[src/rtl/apb_pkg.sv]
// Shared APB definitions: completer FSM states, bus widths and PPROT bit positions.
package apb_pkg;

    typedef enum logic {
        IDLE   = 1'b0,
        ACCESS = 1'b1
    } apb_state_e;

    localparam int APB_AW = 32;
    localparam int APB_DW = 32;
    localparam int APB_SW = APB_DW / 8;

    localparam int PPROT_PRIV  = 0;
    localparam int PPROT_NSEC  = 1;
    localparam int PPROT_INSTR = 2;

endpackage

[src/rtl/apb_regfile_bank.sv]
// NUM_REGS x 32-bit register storage: one byte-enabled write port, one combinational
// read port. Register 0 always reads back the fixed ID value.
module apb_regfile_bank
    import apb_pkg::*;
#(
    parameter int              NUM_REGS = 16,
    parameter int              IDX_W    = 4,
    parameter logic [APB_DW-1:0] ID_VALUE = 32'hA0B0_0001
) (
    input  logic              PCLK,
    input  logic              PRESETn,
    input  logic              i_we,
    input  logic [IDX_W-1:0]  i_widx,
    input  logic [APB_DW-1:0] i_wdata,
    input  logic [APB_SW-1:0] i_wstrb,
    input  logic [IDX_W-1:0]  i_ridx,
    output logic [APB_DW-1:0] o_rdata
);

    logic [NUM_REGS-1:0][APB_DW-1:0] r_mem;
    logic                            w_ridx_ok;

    always_ff @(posedge PCLK or negedge PRESETn) begin
        if (!PRESETn) begin
            r_mem <= '0;
        end else if (i_we) begin
            for (int b = 0; b < APB_SW; b++) begin
                if (i_wstrb[b]) r_mem[i_widx][8*b +: 8] <= i_wdata[8*b +: 8];
            end
        end
    end

    // Guards non-power-of-two banks against indices past the last register.
    assign w_ridx_ok = ({1'b0, i_ridx} < (IDX_W+1)'(NUM_REGS));

    always_comb begin
        o_rdata = '0;
        if (i_ridx == '0)   o_rdata = ID_VALUE;
        else if (w_ridx_ok) o_rdata = r_mem[i_ridx];
    end

endmodule

[src/rtl/apb_slave_regfile.sv]
// APB4 completer: wait-state FSM, address decode and PSLVERR generation in front of
// a small control/status register bank.
module apb_slave_regfile
    import apb_pkg::*;
#(
    parameter int                NUM_REGS    = 16,
    parameter logic [APB_AW-1:0] BASE_ADDR   = 32'h0000_0000,
    parameter int                WAIT_CYCLES = 2,
    parameter logic [APB_DW-1:0] ID_VALUE    = 32'hA0B0_0001
) (
    input  logic              PCLK,
    input  logic              PRESETn,
    input  logic              PSELx,
    input  logic              PENABLE,
    input  logic [APB_AW-1:0] PADDR,
    input  logic              PWRITE,
    input  logic [APB_DW-1:0] PWDATA,
    input  logic [APB_SW-1:0] PSTRB,
    input  logic [2:0]        PPROT,
    input  logic              PNSE,
    output logic [APB_DW-1:0] PRDATA,
    output logic              PREADY,
    output logic              PSLVERR
);

    localparam int CNT_W = (WAIT_CYCLES > 0) ? $clog2(WAIT_CYCLES + 1) : 1;
    localparam int IDX_W = (NUM_REGS > 1) ? $clog2(NUM_REGS) : 1;

    apb_state_e        r_state;
    logic [CNT_W-1:0]  r_cnt;
    logic [APB_AW-1:0] r_addr;
    logic              r_write;
    logic [APB_DW-1:0] r_wdata;
    logic [APB_SW-1:0] r_strb;
    logic [2:0]        r_prot;
    logic              r_nse;

    logic [APB_AW-1:0] w_off;
    logic [IDX_W-1:0]  w_idx;
    logic              w_err;
    logic              w_ready;
    logic              w_we;
    logic [APB_DW-1:0] w_rdata;

    always_ff @(posedge PCLK or negedge PRESETn) begin
        if (!PRESETn) begin
            r_state <= IDLE;
            r_cnt   <= '0;
            r_addr  <= '0;
            r_write <= 1'b0;
            r_wdata <= '0;
            r_strb  <= '0;
            r_prot  <= '0;
            r_nse   <= 1'b0;
        end else begin
            case (r_state)
                IDLE: begin
                    if (PSELx && !PENABLE) begin
                        r_addr  <= PADDR;
                        r_write <= PWRITE;
                        r_wdata <= PWDATA;
                        r_strb  <= PSTRB;
                        r_prot  <= PPROT;
                        r_nse   <= PNSE;
                        r_cnt   <= CNT_W'(WAIT_CYCLES);
                        r_state <= ACCESS;
                    end
                end
                ACCESS: begin
                    // Deselect mid-transfer aborts; PENABLE low just stalls the count.
                    if (!PSELx) begin
                        r_state <= IDLE;
                    end else if (PENABLE) begin
                        if (r_cnt != '0) r_cnt   <= r_cnt - 1'b1;
                        else             r_state <= IDLE;
                    end
                end
                default: r_state <= IDLE;
            endcase
        end
    end

    // Decode works on the captured fields only, keeping PADDR/PWDATA off the output paths.
    assign w_off = r_addr - BASE_ADDR;
    assign w_idx = w_off[IDX_W+1:2];

    always_comb begin
        w_err = 1'b0;
        if (w_off >= APB_AW'(NUM_REGS * 4))                         w_err = 1'b1;
        if (r_addr[1:0] != 2'b00)                                   w_err = 1'b1;
        if (r_nse)                                                  w_err = 1'b1;
        if (r_write && (w_idx == '0))                               w_err = 1'b1;
        if (r_write && !r_prot[PPROT_PRIV] &&
            ({1'b0, w_idx} >= (IDX_W+1)'(NUM_REGS / 2)))            w_err = 1'b1;
    end

    assign w_ready = (r_state == ACCESS) && (r_cnt == '0) && PSELx && PENABLE;
    assign w_we    = w_ready && r_write && !w_err;

    apb_regfile_bank #(
        .NUM_REGS (NUM_REGS),
        .IDX_W    (IDX_W),
        .ID_VALUE (ID_VALUE)
    ) u_bank (
        .PCLK    (PCLK),
        .PRESETn (PRESETn),
        .i_we    (w_we),
        .i_widx  (w_idx),
        .i_wdata (r_wdata),
        .i_wstrb (r_strb),
        .i_ridx  (w_idx),
        .o_rdata (w_rdata)
    );

    assign PREADY  = w_ready;
    assign PSLVERR = w_ready && w_err;
    assign PRDATA  = (w_ready && !r_write && !w_err) ? w_rdata : '0;

endmodule

[config.mk]
export PLATFORM = sky130hd
export DESIGN_NAME = apb_slave_regfile
export DESIGN_NICKNAME = d
export VERILOG_FILES = /design/src/rtl/apb_pkg.sv /design/src/rtl/apb_regfile_bank.sv /design/src/rtl/apb_slave_regfile.sv
export SDC_FILE = /design/constraint.sdc
export NUM_CORES = 1
export LEC_CHECK = 0
export ABC_AREA = 1
export BUFFER_PORTS_ARGS = -buffer_cell sky130_fd_sc_hd__buf_2
export CAP_MARGIN = 5
export CELL_PAD_IN_SITES_DETAIL_PLACEMENT = 1
export CELL_PAD_IN_SITES_GLOBAL_PLACEMENT = 1
export CORE_ASPECT_RATIO = 1.2
export CORE_MARGIN = 2
export CORE_UTILIZATION = 45
export CTS_CLUSTER_SIZE = 25
export DETAILED_ROUTE_END_ITERATION = 10
export GPL_TIMING_DRIVEN = 0
export PLACE_DENSITY_LB_ADDON = 0.1
export SYNTH_ARGS = -nofsm -noshare
export SYNTH_HDL_FRONTEND = slang
export SYNTH_SLANG_ARGS = --single-unit
[constraint.sdc]
create_clock -name PCLK -period 5.5 [get_ports PCLK]
set_input_delay 1.375 -clock PCLK [delete_from_list [all_inputs] [get_ports PCLK]]
set_output_delay 1.375 -clock PCLK [all_outputs]
set_load 0.05 [all_outputs]
==> run_results.csv, run 1 <==
group,metric,value,unit
run_status,status,"complete, no violations",
pwr,peakVddDrop,0.000244,V
yosys,syn_area,29700,µm²
floorplanning,die_h,286,µm
clock_network,cts_buffers,68,
worst_setup_path,worstPathMaxFanout,10,
sta,slew_headroom,0.243,
global_routing,grt_pass1_vias,28600,
floorplanning,rows,103,
drt,vias,27300,
layout,layout.nets,4032,
yosys,synth_cell_types,28,
worst_setup_path,start_kind,"flip-flop",
hold_path,hp-class,"flip-flop to flip-flop",
worst_setup_path,r2r_slack,2.12,ns
run,cap_violations,0,
yosys,synth_ff_type,"dfrtp_1",
drt,wl_per_cell,23.6,µm
pwr,power_leakage,15.7,nW
yosys,yosys_warnings,0,
worst_setup_path,cp.arrival,4.12,ns
sta,worst_slew_pin_slew,1.14,ns
global_routing,grt_pass1_wl,172,mm
sta,max_freq,0.182,GHz
layout,syn2layout_area_growth,13.0,%
yosys,yosys-top-cells-count,"nand2_1, dfrtp_1, inv_1",
floorplanning,initial_core_util,0.454,
place,routabilityCongestion,0.889,
drt,route.met3.wl,5.53,mm
yosys,synth.most_common_cell,"nand2_1",
yosys,ys_seq_area_frac,0.490,
worst_setup_path,cp-end-kind,"output pin",
yosys,syn_nets,3849,
global_routing,grt_max_degree,116,
sta,finClkSkew,0.0192,ns
floorplanning,die_x,239,µm
pwr,total_power,11.1,mW
clock_network,path_clk_slew,0.06,ns
drt,antenna_left,0,
yosys,synthCells,3771,
floorplanning,core_area,65600,µm²
hold_path,worstHoldPathCells,1,
global_routing,grt_overflow_total,0,
place,post-dp-hpwl,83.2,mm
clock_network,htree_levels,3,
sta,finalCriticalPeriod,5.49,ns
drt,wl_met2,54.4,mm
pwr,powerDensity,331,nW/µm²
clock_network,post-cts-setup-buffer-count,0,
layout,drive_above_1_share,0.0785,
yosys,avgSynthCellArea,7.89,µm²
yosys,netlist_top_cells_area,"dfrtp_1, nand2_1, o21bai_1, inv_1, nand3_1",
layout,final_area,33600,µm²
yosys,synth-edff-count,0,
sta,rsz0062_at_grt,"true",
clock_network,clock-sinks,583,
drt,viasPerCell,5.65,
place,port_buffers,108,
worst_setup_path,r2r_cells,10,
drt,dr.first_iter.drc_count,2090,
floorplanning,boundaryPins,111,
drt,dr.pass1.iters,5,
worst_setup_path,required,4.12,ns
layout,fillers,8159,
worst_setup_path,r2r-start,"r_addr[3]$_DFFE_PN0P_",
worst_setup_path,cp-startpoint,"r_addr[3]$_DFFE_PN0P_",
global_routing,antenna_found_initial,1,
worst_setup_path,cp-endpoint,"PRDATA[29]",
worst_setup_path,r2r_end,"u_bank.r_mem[479]$_DFFE_PN0P_",
yosys,ys_ff_latch,583,
drt,top_layer,"met4",
yosys,synth_top_area_cell,"dfrtp_1",
clock_network,clk_latency,0.62,ns
sta,setup_viol,0,
place,placed_area,31500,µm²
worst_setup_path,path_class,"flip-flop to output pin",
drt,drt-total-wl,114,mm
floorplanning,dieArea,68200,µm²
drt,drc_errors,0,
sta,final-hold-violation-count,0,
clock_network,max-clock-path-buffers,3,
drt,met1_length,46.8,mm
yosys,synth_top_area_frac,0.490,
clock_network,tritoncts,"done",
clock_network,root_buffer,"clkbuf_16",
sta,finalCritPeriodShare,0.999,
global_routing,grt.total_usage,0.336,
yosys,async_flop_share,1.00,
sta,finalSetupTns,0,ns
sta,drv_slew,0,
## cell usage in the layout, fill, tap and decap left out, types with 2 or more instances in the layout
master     instances
nand2_1          831
nand3_1          370
inv_1            501
o21ai_0          265
a21oi_1            2
inv_6              4
clkbuf_16         70
buf_8              2
o21bai_1         360
and2_1             2
a22oi_1           26
buf_2            137
nor3_1           121
clkbuf_1         288
o21ai_1           13
nand4_1            7
o22ai_1          194
buf_16             5
nor2_2            20
o221ai_1           2
dfrtp_1          583
nor2_1           102
clkbuf_2           7
inv_2              8
buf_4             35
nor2_4             3
clkbuf_8          13
clkinv_2           7
buf_1             14
## through the flow
step	hold WS (ns)	setup slack (ns)	std cells	utilization
4_1_cts	0.460	0.0421	4840	0.512
6_report	0.453	0.00574	4841	0.512
3_3_place_gp	0.440	-9.98	4719	0.478
3_5_place_dp	0.447	0.521	4725	0.480
2_1_floorplan	0.429	0.944	3771	-
5_1_grt	0.468	-0.0133	4840	0.512
## routing by layer
layer | vias to the layer above | global-route usage
met5 | - | 0
met4 | 0 | 0.203
met3 | 281 | 0.0446
met2 | 797 | 0.552
met1 | 13700 | 0.423
li1 | 12600 | -
## worst min-delay path by stage
stage,from,end,slack (ns)
floorplan,u_bank.r_mem[10]$_DFFE_PN0P_,u_bank.r_mem[10]$_DFFE_PN0P_,0.43
global placement,u_bank.r_mem[5]$_DFFE_PN0P_,u_bank.r_mem[5]$_DFFE_PN0P_,0.44
detailed placement,u_bank.r_mem[7]$_DFFE_PN0P_,u_bank.r_mem[7]$_DFFE_PN0P_,0.45
CTS,u_bank.r_mem[7]$_DFFE_PN0P_,u_bank.r_mem[7]$_DFFE_PN0P_,0.46
global route,u_bank.r_mem[14]$_DFFE_PN0P_,u_bank.r_mem[14]$_DFFE_PN0P_,0.47
finish,u_bank.r_mem[14]$_DFFE_PN0P_,u_bank.r_mem[14]$_DFFE_PN0P_,0.45
## flip-flops by register name, summed over array words and instances (netlist names)
signal        flops
r_addr           32
r_nse             1
u_bank.r_mem    509
r_cnt             2
r_strb            4
r_state           1
r_write           1
r_wdata          32
r_prot            1
## cells by family after synthesis
kind of cell / after synthesis / synth area share
DFF: 583 / 0.490
adders and majority gates: 1 / 0.000421
buffers and inverters: 865 / 0.115
AOI/OAI and AO/OA: 863 / 0.186
and+or+nand+nor: 1459 / 0.208
## repair_timing
item	4_1_cts	5_1_grt
gates resized for setup	4	6
hold buffers	0	0
endpoints found under the setup margin	12	2
## report_power, final
group	leakage, nW	switching (mW)	total (mW)	internal [mW]
logic	9.01	1.82	2.29	0.468
registers	5.63	0.0418	4.43	4.39
clock network	1.03	1.89	4.41	2.52
total	15.7	3.76	11.1	7.37
## worst max-delay path, cell delays in order (launching register included)
cell and delay (ns):
dfrtp_1 0.37, buf_4 0.21, nand2_1 0.35, clkbuf_1 0.68, clkbuf_1 0.84, o22ai_1 0.15, o21ai_0 0.36, nand2_1 0.09
nor2_1 0.11, nor2_1 0.07, buf_2 0.26
## final cells by class
type / count / area (µm²) / area share
diodes: 1 / 2.50 / 0.0000744
clock inverters: 13 / 93.8 / 0.00279
clock buffers: 103 / 2010 / 0.0597
flip-flops and latches: 583 / 14600 / 0.434
inverters: 510 / 1910 / 0.0570
well taps: 840 / 1050 / 0.0313
repair buffers: 114 / 703 / 0.0209
multi-input cells: 2323 / 11700 / 0.349
plain buffers: 354 / 1510 / 0.0448
Note: power is estimated with default switching activity, not from simulation.
==> run 2, diff against run 1 <==
--- a/config.mk
+++ b/config.mk
@@ -5,7 +5,7 @@
 export SDC_FILE = /design/constraint.sdc
 export NUM_CORES = 1
 export LEC_CHECK = 0
-export ABC_AREA = 1
+export ABC_AREA = 0
 export BUFFER_PORTS_ARGS = -buffer_cell sky130_fd_sc_hd__buf_2
 export CAP_MARGIN = 5
 export CELL_PAD_IN_SITES_DETAIL_PLACEMENT = 1
==> run_results.csv, run 2 <==
group,metric,value,unit
worst_setup_path,cp-startpoint,"r_addr[3]$_DFFE_PN0P_",
yosys,netlist_top_cells_area,"dfrtp_1, mux2_2, mux4_2, a22oi_1, clkbuf_1",
yosys,avgSynthCellArea,15.7,µm²
run_status,status,"finished, violations left",
sta,timing.hold.ws,0.453,ns
worst_setup_path,cp-end-kind,"output pin",
yosys,synth.most_common_cell,"dfrtp_1",
drt,dr.pass1.iters,7,
drt,vias,15100,
global_routing,antenna_found_initial,3,
layout,layout.nets,1888,
pwr,total_power,9.98,mW
layout,final_common_cell,"dfrtp_1",
yosys,synth-edff-count,0,
clock_network,post-cts-setup-buffer-count,0,
yosys,synth_top_area_frac,0.567,
floorplanning,die_h,265,µm
yosys,synthCells,1635,
worst_setup_path,cp.arrival,3.91,ns
yosys,synth_cell_types,41,
sta,setup_viol,0,
layout,layoutNonFillerInstCount,2591,
sta,finalCriticalPeriod,5.28,ns
sta,final-hold-violation-count,0,
run,cap_violations,0,
worst_setup_path,r2r-start,"r_addr[15]$_DFFE_PN0P_",
yosys,yosys_warnings,0,
drt,drc_errors,10,
worst_setup_path,r2r_slack,2.12,ns
drt,wl_per_cell,27.7,µm
floorplanning,rows,95,
clock_network,max-clock-path-buffers,3,
clock_network,path_clk_slew,0.06,ns
global_routing,use_met3,0.0393,
global_routing,grt.total_usage,0.252,
yosys,synth_ff_type,"dfrtp_1",
pwr,peakVddDrop,0.000234,V
worst_setup_path,worstPathMaxFanout,10,
place,routabilityCongestion,0.771,
layout,largest_reg_flops,506,
drt,viasPerCell,5.82,
pwr,power_leakage,14.0,nW
pwr,powerDensity,340,nW/µm²
layout,multiInputGateArea,10600,µm²
floorplanning,initial_core_util,0.456,
place,post-place-cells,2474,
worst_setup_path,cp-endpoint,"PRDATA[23]",
place,place_ws,-0.515,ns
yosys,ys_seq_area_frac,0.567,
clock_network,htree_levels,2,
sta,finClkSkew,0.0245,ns
yosys,syn_nets,1713,
floorplanning,die_x,222,µm
hold_path,worstHoldStart,"u_bank.r_mem[1]$_DFFE_PN0P_",
yosys,synth_top_area_cell,"dfrtp_1",
layout,drive_above_1_share,0.509,
yosys,syn_area,25600,µm²
yosys,async_flop_share,1.00,
global_routing,top_usage_layer,"met2",
clock_network,root_buffer,"clkbuf_16",
worst_setup_path,r2r_cells,6,
layout,regMostFlops,"u_bank.r_mem",
hold_path,hp-class,"flip-flop to flip-flop",
clock_network,clk_latency,0.64,ns
sta,finalCritPeriodShare,0.961,
floorplanning,boundaryPins,111,
layout,reg_top3,"u_bank.r_mem (506), r_addr (32), r_wdata (32)",
hold_path,worstHoldPathCells,1,
clock_network,tritoncts,"done",
sta,rsz0062_at_grt,"false",
yosys,ys_ff_latch,580,
global_routing,grt_use_met1,0.320,
worst_setup_path,required,4.12,ns
sta,slew_headroom,0.135,
floorplanning,core_area,56100,µm²
floorplanning,dieArea,58800,µm²
global_routing,grt_overflow_total,0,
yosys,yosys-top-cells-count,"dfrtp_1, mux2_2, mux4_2",
drt,antenna_left,0,
global_routing,grt_pass1_wl,109,mm
clock_network,hold_buffers,0,
clock_network,clock-sinks,580,
sta,max_freq,0.189,GHz
layout,fillers,5361,
drt,drt-total-wl,71.6,mm
global_routing,gr-usage-met2,0.442,
place,post-dp-hpwl,46.8,mm
layout,most-common-layout-cells,"dfrtp_1, mux2_2, mux4_2",
run_status,violations,"DRC",
drt,dr.first_iter.drc_count,932,
global_routing,grt_pass1_vias,17000,
sta,drv_slew,0,
sta,fin_ws,0.217,ns
place,port_buffers,108,
worst_setup_path,r2r_end,"u_bank.r_mem[363]$_DFFE_PN0P_",
clock_network,cts_buffers,60,
sta,worst_slew_pin_slew,1.30,ns
global_routing,grt_max_degree,128,
layout,ff_latch_area,14500,µm²
layout,syn2layout_area_growth,14.6,%
worst_setup_path,path_class,"flip-flop to output pin",
worst_setup_path,start_kind,"flip-flop",
[run 2: cell count changes after synthesis, moves of 120 or more]
cell      previous run  this run
nand2_1            831        13
clkbuf_1           275       107
o21ai_0            265         3
mux2_2               0       531
mux4_2               0       120
inv_1              501         3
nand3_1            370         5
o21bai_1           360         0
o22ai_1            194         0
[run 2: worst min-delay path by stage]
| stage | endpoint | slack [ns] |
|---|---|---|
| 3_3_place_gp | u_bank.r_mem[19]$_DFFE_PN0P_ | 0.44 |
| 4_1_cts | u_bank.r_mem[1]$_DFFE_PN0P_ | 0.46 |
| 2_1_floorplan | u_bank.r_mem[10]$_DFFE_PN0P_ | 0.42 |
| 3_5_place_dp | u_bank.r_mem[14]$_DFFE_PN0P_ | 0.45 |
| 5_1_grt | u_bank.r_mem[1]$_DFFE_PN0P_ | 0.48 |
| 6_report | u_bank.r_mem[1]$_DFFE_PN0P_ | 0.45 |
[run 2: cell type report]
type                            instances  area share
Antenna cell                            4    0.000341
Clock inverter                         17     0.00840
Tap cell                              727      0.0310
Multi-Input combinational cell        921       0.360
Clock buffer                           95      0.0625
Buffer                                129      0.0183
Sequential cell                       580       0.494
Timing Repair Buffer                  115      0.0244
Inverter                                3    0.000384
[run 2: repair_timing]
| item | CTS | global route |
|---|---|---|
| gates resized for setup | 20 | 12 |
| gates cloned | 0 | 0 |
| setup endpoints to repair | 26 | 21 |
[run 2: metal layers]
metal / part of all wire / wire [µm]
met3: 0.037 / 2660
met4: 0.031 / 2240
met2: 0.52 / 37000
met5: 0 / 0
met1: 0.41 / 29700
[run 2: per-stage QoR]
stage / instance area, µm² / setup TNS [ns] / util
final: 29400 / 0 / 0.523
after global placement: 27100 / -5000.50 / 0.482
after floorplan: 25600 / 0 / -
after detailed placement: 27200 / -8.76 / 0.484
after global routing: 29300 / 0 / 0.523
after CTS: 29300 / -0.00355 / 0.522
[run 2: cell families (layout without fill, tap and decap cells)]
logic type | count (synthesis) | in the layout | synth area share
other | 0 | 4 | 0
AO/OA/AOI/OAI | 108 | 108 | 0.0286
flip-flops | 580 | 580 | 0.567
multiplexers | 683 | 683 | 0.353
buffers and inverters | 134 | 359 | 0.0205
AND/OR/NAND/NOR | 129 | 129 | 0.0308
adder cells (fa/ha/maj) | 1 | 1 | 0.000489
[run 2: report_power, final]
part           total [mW]  switching, mW  internal [mW]
registers            4.53          0.151           4.38
clock network        4.28           1.72           2.56
logic                1.17          0.795          0.372
[run 2: worst max-delay path, cell delays in order (launching register included)]
cell      delay (ns)
dfrtp_1         0.42
buf_1           0.51
clkbuf_1        0.54
clkbuf_2        0.56
nor2_1          0.11
a211o_1         0.30
a221oi_1        0.46
buf_2           0.36
